--- src/rtl/crc3_tx_serializer.sv ---
// Transmit framer: captures a 4-bit word plus its CRC-3 from the external generator
// and shifts the 7-bit codeword out with start/stop framing at BIT_CYCLES clocks per bit.
//
// state   | meaning
// S_IDLE  | line high, ready for a word
// S_START | start bit (low), one bit period
// S_DATA  | codeword bits d3..d0 c2..c0, MSB first
// S_STOP  | stop bit (high); frame counted at its end
// S_GAP   | forced idle-high periods before next word
module crc3_tx_serializer #(
   parameter int BIT_CYCLES = 1,
   parameter int IDLE_GAP   = 1,
   parameter int CNT_W      = 8
) (
   input  logic             clk,
   input  logic             rst_n,
   input  logic             in_valid,
   output logic             in_ready,
   input  logic [3:0]       in_data,
   output logic [6:0]       gen_data,
   output logic             gen_check,
   output logic [2:0]       gen_crc_in,
   input  logic [2:0]       gen_crc,
   output logic             ser_out,
   output logic             ser_frame,
   output logic             busy,
   output logic [CNT_W-1:0] frame_count
);

   localparam int PER_W = (BIT_CYCLES > 1) ? $clog2(BIT_CYCLES) : 1;
   localparam int GAP_W = (IDLE_GAP > 1) ? $clog2(IDLE_GAP) : 1;
   localparam logic [PER_W-1:0] PER_LOAD = PER_W'(BIT_CYCLES - 1);
   localparam logic [GAP_W-1:0] GAP_LOAD = GAP_W'((IDLE_GAP > 0) ? IDLE_GAP - 1 : 0);

   typedef enum logic [2:0] {
      S_IDLE,
      S_START,
      S_DATA,
      S_STOP,
      S_GAP
   } state_t;

   state_t           state;
   state_t           state_nx;
   logic [PER_W-1:0] per_cnt;
   logic [2:0]       bit_idx;
   logic [GAP_W-1:0] gap_cnt;
   logic [6:0]       cw;
   logic             per_tc;
   logic             accept;

   // Generator is used in generate mode only; its result is captured on the accept edge.
   assign gen_data   = {3'b000, in_data};
   assign gen_check  = 1'b1;
   assign gen_crc_in = 3'b000;

   assign in_ready = rst_n && (state == S_IDLE);
   assign accept   = in_valid && in_ready;
   assign per_tc   = (per_cnt == '0);

   always_ff @(posedge clk) begin
      if (!rst_n) state <= S_IDLE;
      else        state <= state_nx;
   end

   always_comb begin
      state_nx = state;
      case (state)
         S_IDLE:  if (accept) state_nx = S_START;
         S_START: if (per_tc) state_nx = S_DATA;
         S_DATA:  if (per_tc && bit_idx == 3'd0) state_nx = S_STOP;
         S_STOP:  if (per_tc) state_nx = (IDLE_GAP > 0) ? S_GAP : S_IDLE;
         S_GAP:   if (per_tc && gap_cnt == '0) state_nx = S_IDLE;
         default: state_nx = S_IDLE;
      endcase
   end

   always_ff @(posedge clk) begin
      if (!rst_n) begin
         per_cnt     <= '0;
         bit_idx     <= '0;
         gap_cnt     <= '0;
         cw          <= '0;
         frame_count <= '0;
      end else begin
         if (state == S_IDLE) begin
            if (accept) begin
               cw      <= {in_data, gen_crc};
               per_cnt <= PER_LOAD;
               bit_idx <= 3'd6;
            end
         end else if (per_tc) begin
            per_cnt <= PER_LOAD;
         end else begin
            per_cnt <= per_cnt - 1'b1;
         end
         if (state == S_DATA && per_tc && bit_idx != 3'd0)
            bit_idx <= bit_idx - 1'b1;
         if (state == S_STOP && per_tc) begin
            frame_count <= frame_count + 1'b1;
            gap_cnt     <= GAP_LOAD;
         end
         if (state == S_GAP && per_tc && gap_cnt != '0)
            gap_cnt <= gap_cnt - 1'b1;
      end
   end

   always_comb begin
      ser_out   = 1'b1;
      ser_frame = 1'b0;
      case (state)
         S_START: begin
            ser_out   = 1'b0;
            ser_frame = 1'b1;
         end
         S_DATA: begin
            ser_out   = cw[bit_idx];
            ser_frame = 1'b1;
         end
         S_STOP:  ser_frame = 1'b1;
         default: ;
      endcase
   end

   assign busy = (state != S_IDLE);

endmodule

--- config.mk ---
export PLATFORM = sky130hd
export DESIGN_NAME = crc3_tx_serializer
export DESIGN_NICKNAME = d
export VERILOG_FILES = /design/src/rtl/crc3_tx_serializer.sv
export SDC_FILE = /design/constraint.sdc
export NUM_CORES = 1
export LEC_CHECK = 0
export ABC_AREA = 1
export BUFFER_PORTS_ARGS = -buffer_cell sky130_fd_sc_hd__buf_2
export CAP_MARGIN = 10
export CORE_MARGIN = 8
export CORE_UTILIZATION = 54
export CTS_CLUSTER_DIAMETER = 50
export DETAILED_ROUTE_END_ITERATION = 7
export PLACE_DENSITY_LB_ADDON = 0.2
export SETUP_SLACK_MARGIN = 0.02
export SLEW_MARGIN = 20
export SYNTH_ARGS = -nofsm -noshare
export SYNTH_HDL_FRONTEND = slang
export SYNTH_SLANG_ARGS = --single-unit
--- constraint.sdc ---
create_clock -name clk -period 3.4 [get_ports clk]
set_input_delay 1.02 -clock clk [delete_from_list [all_inputs] [get_ports clk]]
set_output_delay 1.02 -clock clk [all_outputs]
set_load 0.01 [all_outputs]
* Word-level counts from Yosys, hierarchy flattened
Cells that the tools add are included.
** Word-level totals
- Bits in latches :: 0
- Memory bits (read-only) :: 0
- Memory bits (writable) :: 0
- Flip-flop bits (word level) :: 23
- Word-level logic and storage cells :: 60
- Memories kept :: 0
** Cells by class
- Eq/ne operators :: 9
- Order comparisons :: 1
- Add/sub/neg operators :: 4
- Bitwise operators :: 2
- Shifts and indexed selects :: 0
- $mul :: 0
- Reductions and logical operators :: 20
- Muxes and demuxes :: 18
- Divide/modulo/power cells :: 0
** Operators with widths (number)
- 3-bit two-way mux :: 8
- 3-bit case mux with 5 select lines :: 1
- 2-bit inequality test (second input constant) :: 5
- 1-bit logical AND :: 9
- 8-bit by 1-bit adder with 8-bit output (second input constant) :: 1
- 1-bit two-way mux :: 7
- 3-bit by 2-bit equality test with 1-bit output (second input constant) :: 2
- 3-bit zero test :: 2
- 2-bit nonzero test :: 3
- 3-bit nonzero test :: 2
- 5-bit AND reduction :: 1
- 3-bit by 4-bit less-than comparator with 1-bit output (second input constant) :: 1
- 2-bit AND reduction :: 2
- 1-bit binary-select mux with 3-bit select :: 1
- 3-bit by 1-bit equality test with 1-bit output (second input constant) :: 1
- 3-bit equality test (second input constant) :: 1
- 3-bit OR reduction :: 1
- 3-bit by 1-bit subtractor with 3-bit output (second input constant) :: 1
- 1-bit inverter :: 2
- 1-bit case mux with 2 select lines :: 1
- 1-bit subtractor (second input constant) :: 2

* Depth between registers and ports, before layout
Gate-level depths: netlist of run 1.
- Depth in word-level cells :: 6
- Depth in mapped cells :: 8

* Worst setup path before layout of run 1
Ideal clock, no wire load.
- Path kind :: input port to output port
- Start :: input port rst_n
- End :: output port in_ready
- Path slack :: 838 ps
- Arrival time :: 1542 ps
- Path buffers :: 1
- Data required time :: 2380 ps
- Stages :: 3
- Path through :: clkbuf_1 -> inv_1 -> nor2_1
** On the way
- Cells in the longest elaborated chain, start to end :: 1
** RTL lines
- from (decl) :: RTL line 16 : input logic rst_n,
- 1-bit logical AND :: RTL line 57 : assign in_ready = rst_n && (state == S_IDLE);
- to (decl) :: RTL line 18 : output logic in_ready,
Every way passes these cells.

* Worst setup path in the final report of run 1
Same ends and word-level chain as after synthesis.

==> results of run 1 <==
[logic make-up (layout without fill, tap and decap cells)]
logic type	after synthesis	in the layout
adder cells (fa/ha/maj)	3	3
flip-flops	22	22
AND/OR/NAND/NOR	80	80
AO/OA/AOI/OAI	21	21
other	2	7
buffers and inverters	41	55
[worst paths after layout]
path	from	to	slack (ns)
worst max-delay path	rst_n	in_ready	0.66
worst max register to register	state[0]	state[0]	2.03
worst min-delay path	cw[1]	cw[1]	0.47
worst min register to register	cw[1]	cw[1]	0.47
[flip-flops by register name, summed over array words and instances, names as in the netlist]
register,flops
cw,7
frame_count,8
gap_cnt,1
state,3
bit_idx,3
[power by group through the flow]
stage | Sequential (W) | Combinational, W | Clock (W)
after global placement | 0.000341 | 0.000249 | 0
final | 0.000338 | 0.000258 | 0.000202
after floorplan | 0.000334 | 0.000202 | 0
after CTS | 0.000338 | 0.000261 | 0.000206
after global routing | 0.000343 | 0.000293 | 0.000213
after detailed placement | 0.000343 | 0.000258 | 0
[worst reg2reg max path, delay by kind of cell, from the launching register on]
kind,cells,cell delay [ns]
AND/OR/NAND/NOR,5,0.90
flip-flops,1,0.42
[stage by stage]
step                cell area [um^2]  utilization
finish                          1300        0.611
global route                    1300        0.611
CTS                             1300        0.611
detailed placement              1250        0.586
global placement                1250        0.586
floorplan                       1190            -
[final cells by class]
| class | count | area share |
|---|---|---|
| tap | 28 | 0.0269 |
| inverter | 26 | 0.0751 |
| multi-input combinational | 111 | 0.423 |
| clock inverter | 1 | 0.0231 |
| sequential | 22 | 0.339 |
| clock buffer | 3 | 0.0173 |
| timing repair buffer | 25 | 0.0962 |
[metal layers]
metal / GRT usage / part of all wire
met1: 0.120 / 0.43
met2: 0.225 / 0.52
met3: 0.0448 / 0.049
met4: 0.0256 / 0.0050
met5: 0 / 0
[placed cells by master, fill, tap and decap left out]
master	Yosys	layout
nand2_2	2	2
dfxtp_1	22	22
nor3_1	1	1
nor2_4	2	2
ha_1	3	3
nand2_1	24	24
clkbuf_4	0	3
o21ai_0	12	12
o211ai_1	1	1
nor3b_2	1	1
conb_1	2	7
nand4_1	4	4
o21ai_1	1	1
bufinv_16	0	1
nand4_2	1	1
nor2_1	28	28
a21oi_1	7	7
buf_2	0	25
nand3_2	1	1
inv_1	26	26
nor2_2	2	2
nand3_1	14	14
==> metrics.txt, run 1 <==
# resized after CTS=0; IO buf count=25; later-pin clock latency in the skew report=0.31 ns; Die Wd=62.6 um; CP Capture Type=primary output; CP Max Fanout=21; Slowest cell on crit path=buf_2; Initial Utilization=0.552; layout overhead on the synthesized area=10.8%; CP dominant cell by count=buf_2; vias per std cell=4.86; top cells by count, synth=28 x nor2_1, 26 x inv_1, 24 x nand2_1; top-count cell post-synth=nor2_1; DR WL/cell=11.0 um; Root Driver=clkbuf_4; die area=3920 um^2; CP Buf/Inv Count=3; largest family of logic cells by synthesized area=simple AND/OR/NAND/NOR gates; Synth Area in Compound Gates=0.0917; crit path time final=2.74 ns; power per cell area=614 nW/um^2; asr flop ratio synth=0; Synth area leader=dfxtp_1; synth top area cells=dfxtp_1 38%, nor2_1 9.0%, inv_1 8.3%, nand2_1 7.7%, buf_4 7.0%; largest net degree at the start of global routing=22; multi-input logic area=549 um^2; pre-CTS WS=0.662 ns; Syn. warnings=0; critical path arrival=1.72 ns; Synth Area in XOR/XNOR=0; Logic pwr share=0.324; PnR worst setup slack=0.655 ns; P_leak=0.627 nW; RSZ-0062 raised after global routing=false; family with the most delay on the worst path=buffers and inverters; mux contribution to synthesized area=0; Clock power frac=0.253; Post-Synth Simple-Gate Area=0.322; DRT Pass-1 Iters=4; worst hold slack=0.465 ns; final net count=202; register share of total power=0.423; total gr overflow=0; worst vdd ir=0.487 mV; # diodes=0; CTS tree=yes; fmax=364 MHz; post-synthesis area per instance=6.94 um^2; Cell variety after synth=22; placed insts=212; IO Pins=33; share of cells above drive strength 1=0.202; Worst path depth=4; Setup-failing EPs final=0; number of synthesized flops with an enable pin=0; Clock Skews=0.00309 ns; cts bufs inserted=3; DRT iter0 DRCs=40; clk buf depth=2; worst path cell trace=buf_2, inv_1, nor2_1, buf_2; MaxCap Viol Count=0; Sw Share=0.358; Setup TNS Final=0 ns; final wirelength=2.38 mm; overall power=0.000798 W; clock sink count=22; Slew Viols, Final=0; die height=62.6 um; worst hold path class=reg -> reg; H-tree levels=1; area of the mapped netlist=1170 um^2; Register Area=440 um^2; area share of the largest cell type after synthesis=0.375; Worst Hold Depth=2; Setup crit start kind=input port; Final Non-Filler Cells=216; FF-to-FF path depth=5; Routed Antenna Nets=0; post-CTS setup buffers=0; Max stage delay on crit path=0.30 ns; gp weighted congestion=0.841; vias in the first global route=983; number of antenna violations at the first check in global routing=0; Seq/Total Area, Yosys=0.375; Final HPWL DP=1.84 mm; area share of fa/ha/maj cells after synthesis=0.0320; period utilisation layout=0.807; CP Class=in -> out; final hold viol count=0; Worst-path clk slew=0.13 ns; Syn Inst Count=169; row count=17; residual DRC count=0; run status=finished, final reports clean; GRT Total Usage=0.119; flops & latches, synth=22; Internal Power=0.000513 W; Psw=0.000285 W; ys flop type=dfxtp_1; # fillers=212; via count=1050; Hold Buf Count CTS=0; first-pass GRT wire length=4.02 mm; Core ar.=2130 um^2; critical path data required time=2.38 ns
(Power assumes the default switching activity.)
==> run 2: changes to the inputs <==
CORE_UTILIZATION = 46   (was 54)
clock period = 2.5 ns   (was 3.4 ns; I/O delays follow)
==> run 2 against run 1 <==
  * Clock-buffer cell count unchanged
  * Utilization decreased by 9.0 points
  * Sequential power increased by 36%
  * Largest power group unchanged
  * Flip-flop and latch count unchanged
  * Clock skew increased by 0.0059 ns
  * Non-clock buffer count increased by 1
  * Via count decreased by 3.2%
  * Worst setup slack got worse by 0.25 ns
  * Critical path depth increased by 2
  * Wire length increased by 2.4%
  * Power increased by 21%
  * Clock power decreased by 22%
==> metrics.txt, run 2 (same netlist as run 1, synthesis figures left out) <==
worst vdd ir=0.480 mV (-1.3%); die height=66.5 um (+6.2%); cts bufs inserted=3 (unchanged); Core ar.=2450 um^2 (+15%); row count=18 (+1); Slowest cell on crit path=dfxtp_1; most frequent cells in the layout=28 x nor2_1, 26 x inv_1, 25 x buf_2; PnR worst setup slack=0.402 ns (-0.253 ns); pre-CTS WS=0.613 ns (-0.0495 ns); clk buf depth=2 (unchanged); final wirelength=2.43 mm (+2.4%); worst path cell trace=inv_1, nand3_1, nand3_1, nand3_1, nand2_1, buf_2; Worst-path clk slew=0.11 ns (-0.02 ns); IO buf count=25 (unchanged); power per cell area=756 nW/um^2 (+23%); # fillers=270 (+27%); DR WL/cell=11.2 um (+1.4%); Reg with most FFs=frame_count; first-pass GRT wire length=4.06 mm (+1.0%); clock sink count=22 (unchanged); period utilisation layout=0.839; Hold Buf Count CTS=0 (unchanged); IO Pins=33 (unchanged); via count=1016 (-3.2%); Clock Skews=0.00899 ns (+0.00589 ns); final hold viol count=0 (unchanged); # resized after CTS=0 (unchanged); run status=finished, final reports clean; final net count=203 (+0.50%); P_leak=0.618 nW (-1.5%); later-pin clock latency in the skew report=0.30 ns (about the same); CP Capture Type=primary output; residual DRC count=0 (unchanged); share of cells above drive strength 1=0.202 (unchanged); Die Wd=66.5 um (+6.2%); CP Class=reg -> out; H-tree levels=1 (unchanged); max reg flops=8 (unchanged); DRT iter0 DRCs=55 (+38%); largest net degree at the start of global routing=21 (-4.5%); crit path time final=2.10 ns; number of antenna violations at the first check in global routing=0 (unchanged); Setup TNS Final=0 ns (unchanged); vias per std cell=4.66 (-4.1%); MaxCap Viol Count=0 (unchanged); GRT Total Usage=0.114 (-0.00542); gp weighted congestion=0.829 (-1.4%); Initial Utilization=0.478 (-0.0737); Final Non-Filler Cells=218 (+0.93%); worst hold path class=reg -> reg; critical path data required time=1.75 ns (-0.63 ns); # diodes=0 (unchanged); layout overhead on the synthesized area=9.06%; Setup crit start kind=flip-flop; CP Max Fanout=8 (-62%); CTS tree=yes; total gr overflow=0 (unchanged); critical path arrival=1.35 ns (-0.37 ns); RSZ-0062 raised after global routing=false; DRT Pass-1 Iters=4 (unchanged); die area=4420 um^2 (+13%); placed insts=215 (+1.4%); Final HPWL DP=1.88 mm (+1.8%); post-CTS setup buffers=0 (unchanged); Max stage delay on crit path=0.47 ns (+0.17 ns); most common cell after layout, fill and taps aside=nor2_1; fmax=477 MHz; Root Driver=clkbuf_4; Setup-failing EPs final=0 (unchanged); top flop regs=frame_count: 8 flops, cw: 7 flops; vias in the first global route=998 (+1.5%); Slew Viols, Final=0 (unchanged); CP dominant cell by count=nand3_1; Routed Antenna Nets=0 (unchanged)
## run 2: changes by cell type in the layout (fill, tap and decap cells not counted), sizes merged
cell,change
bufinv,-1
buf,+1
## run 2: layout make-up
| class | instances | area [um^2] | share of cell area |
|---|---|---|---|
| Timing Repair Buffer | 26 | 133 | 0.104 |
| Sequential cell | 22 | 440 | 0.344 |
| Multi-Input combinational cell | 111 | 549 | 0.429 |
| Tap cell | 30 | 37.5 | 0.0293 |
| Clock buffer | 3 | 22.5 | 0.0176 |
| Inverter | 26 | 97.6 | 0.0762 |
## run 2: stage by stage
step | util | power [W] | hold slack, ns | instance area, um^2
after floorplan | - | 0.000729 | 0.429 | 1190
after global placement | 0.512 | 0.000808 | 0.442 | 1260
after detailed placement | 0.512 | 0.000819 | 0.447 | 1260
after CTS | 0.521 | 0.000979 | 0.465 | 1280
after global routing | 0.521 | 0.00105 | 0.501 | 1280
final | 0.521 | 0.000968 | 0.465 | 1280
## run 2: path summary, 6_finish.rpt
path,cells past startpoint,slack [ns],to,start
worst max register to register,7,1.13,bit_idx[0],bit_idx[0]
worst min register to register,2,0.47,cw[1],cw[1]
worst max-delay path,6,0.40,ser_out,bit_idx[0]
worst min-delay path,2,0.47,cw[1],cw[1]
## run 2: routing by layer
| layer | vias to the layer above | GRT usage | part of all wire |
|---|---|---|---|
| li1 | 549 | - | - |
| met1 | 442 | 0.132 | 0.47 |
| met2 | 21 | 0.188 | 0.46 |
| met3 | 4 | 0.0319 | 0.054 |
| met4 | 0 | 0.0533 | 0.012 |
| met5 | - | 0 | 0 |
## run 2: worst max-delay path: cells and delay by family, from the launching register on
| family | cells | cell delay, ns |
|---|---|---|
| DFF | 1 | 0.47 |
| and+or+nand+nor | 4 | 0.31 |
| buffers and inverters | 2 | 0.27 |
## run 2: power breakdown
part / total, W / internal (W) / switching, W
Combinational: 0.000349 / 0.000135 / 0.000214
Clock: 0.000158 / 0.0000562 / 0.000102
Sequential: 0.000460 / 0.000403 / 0.0000571
Total: 0.000968 / 0.000594 / 0.000374
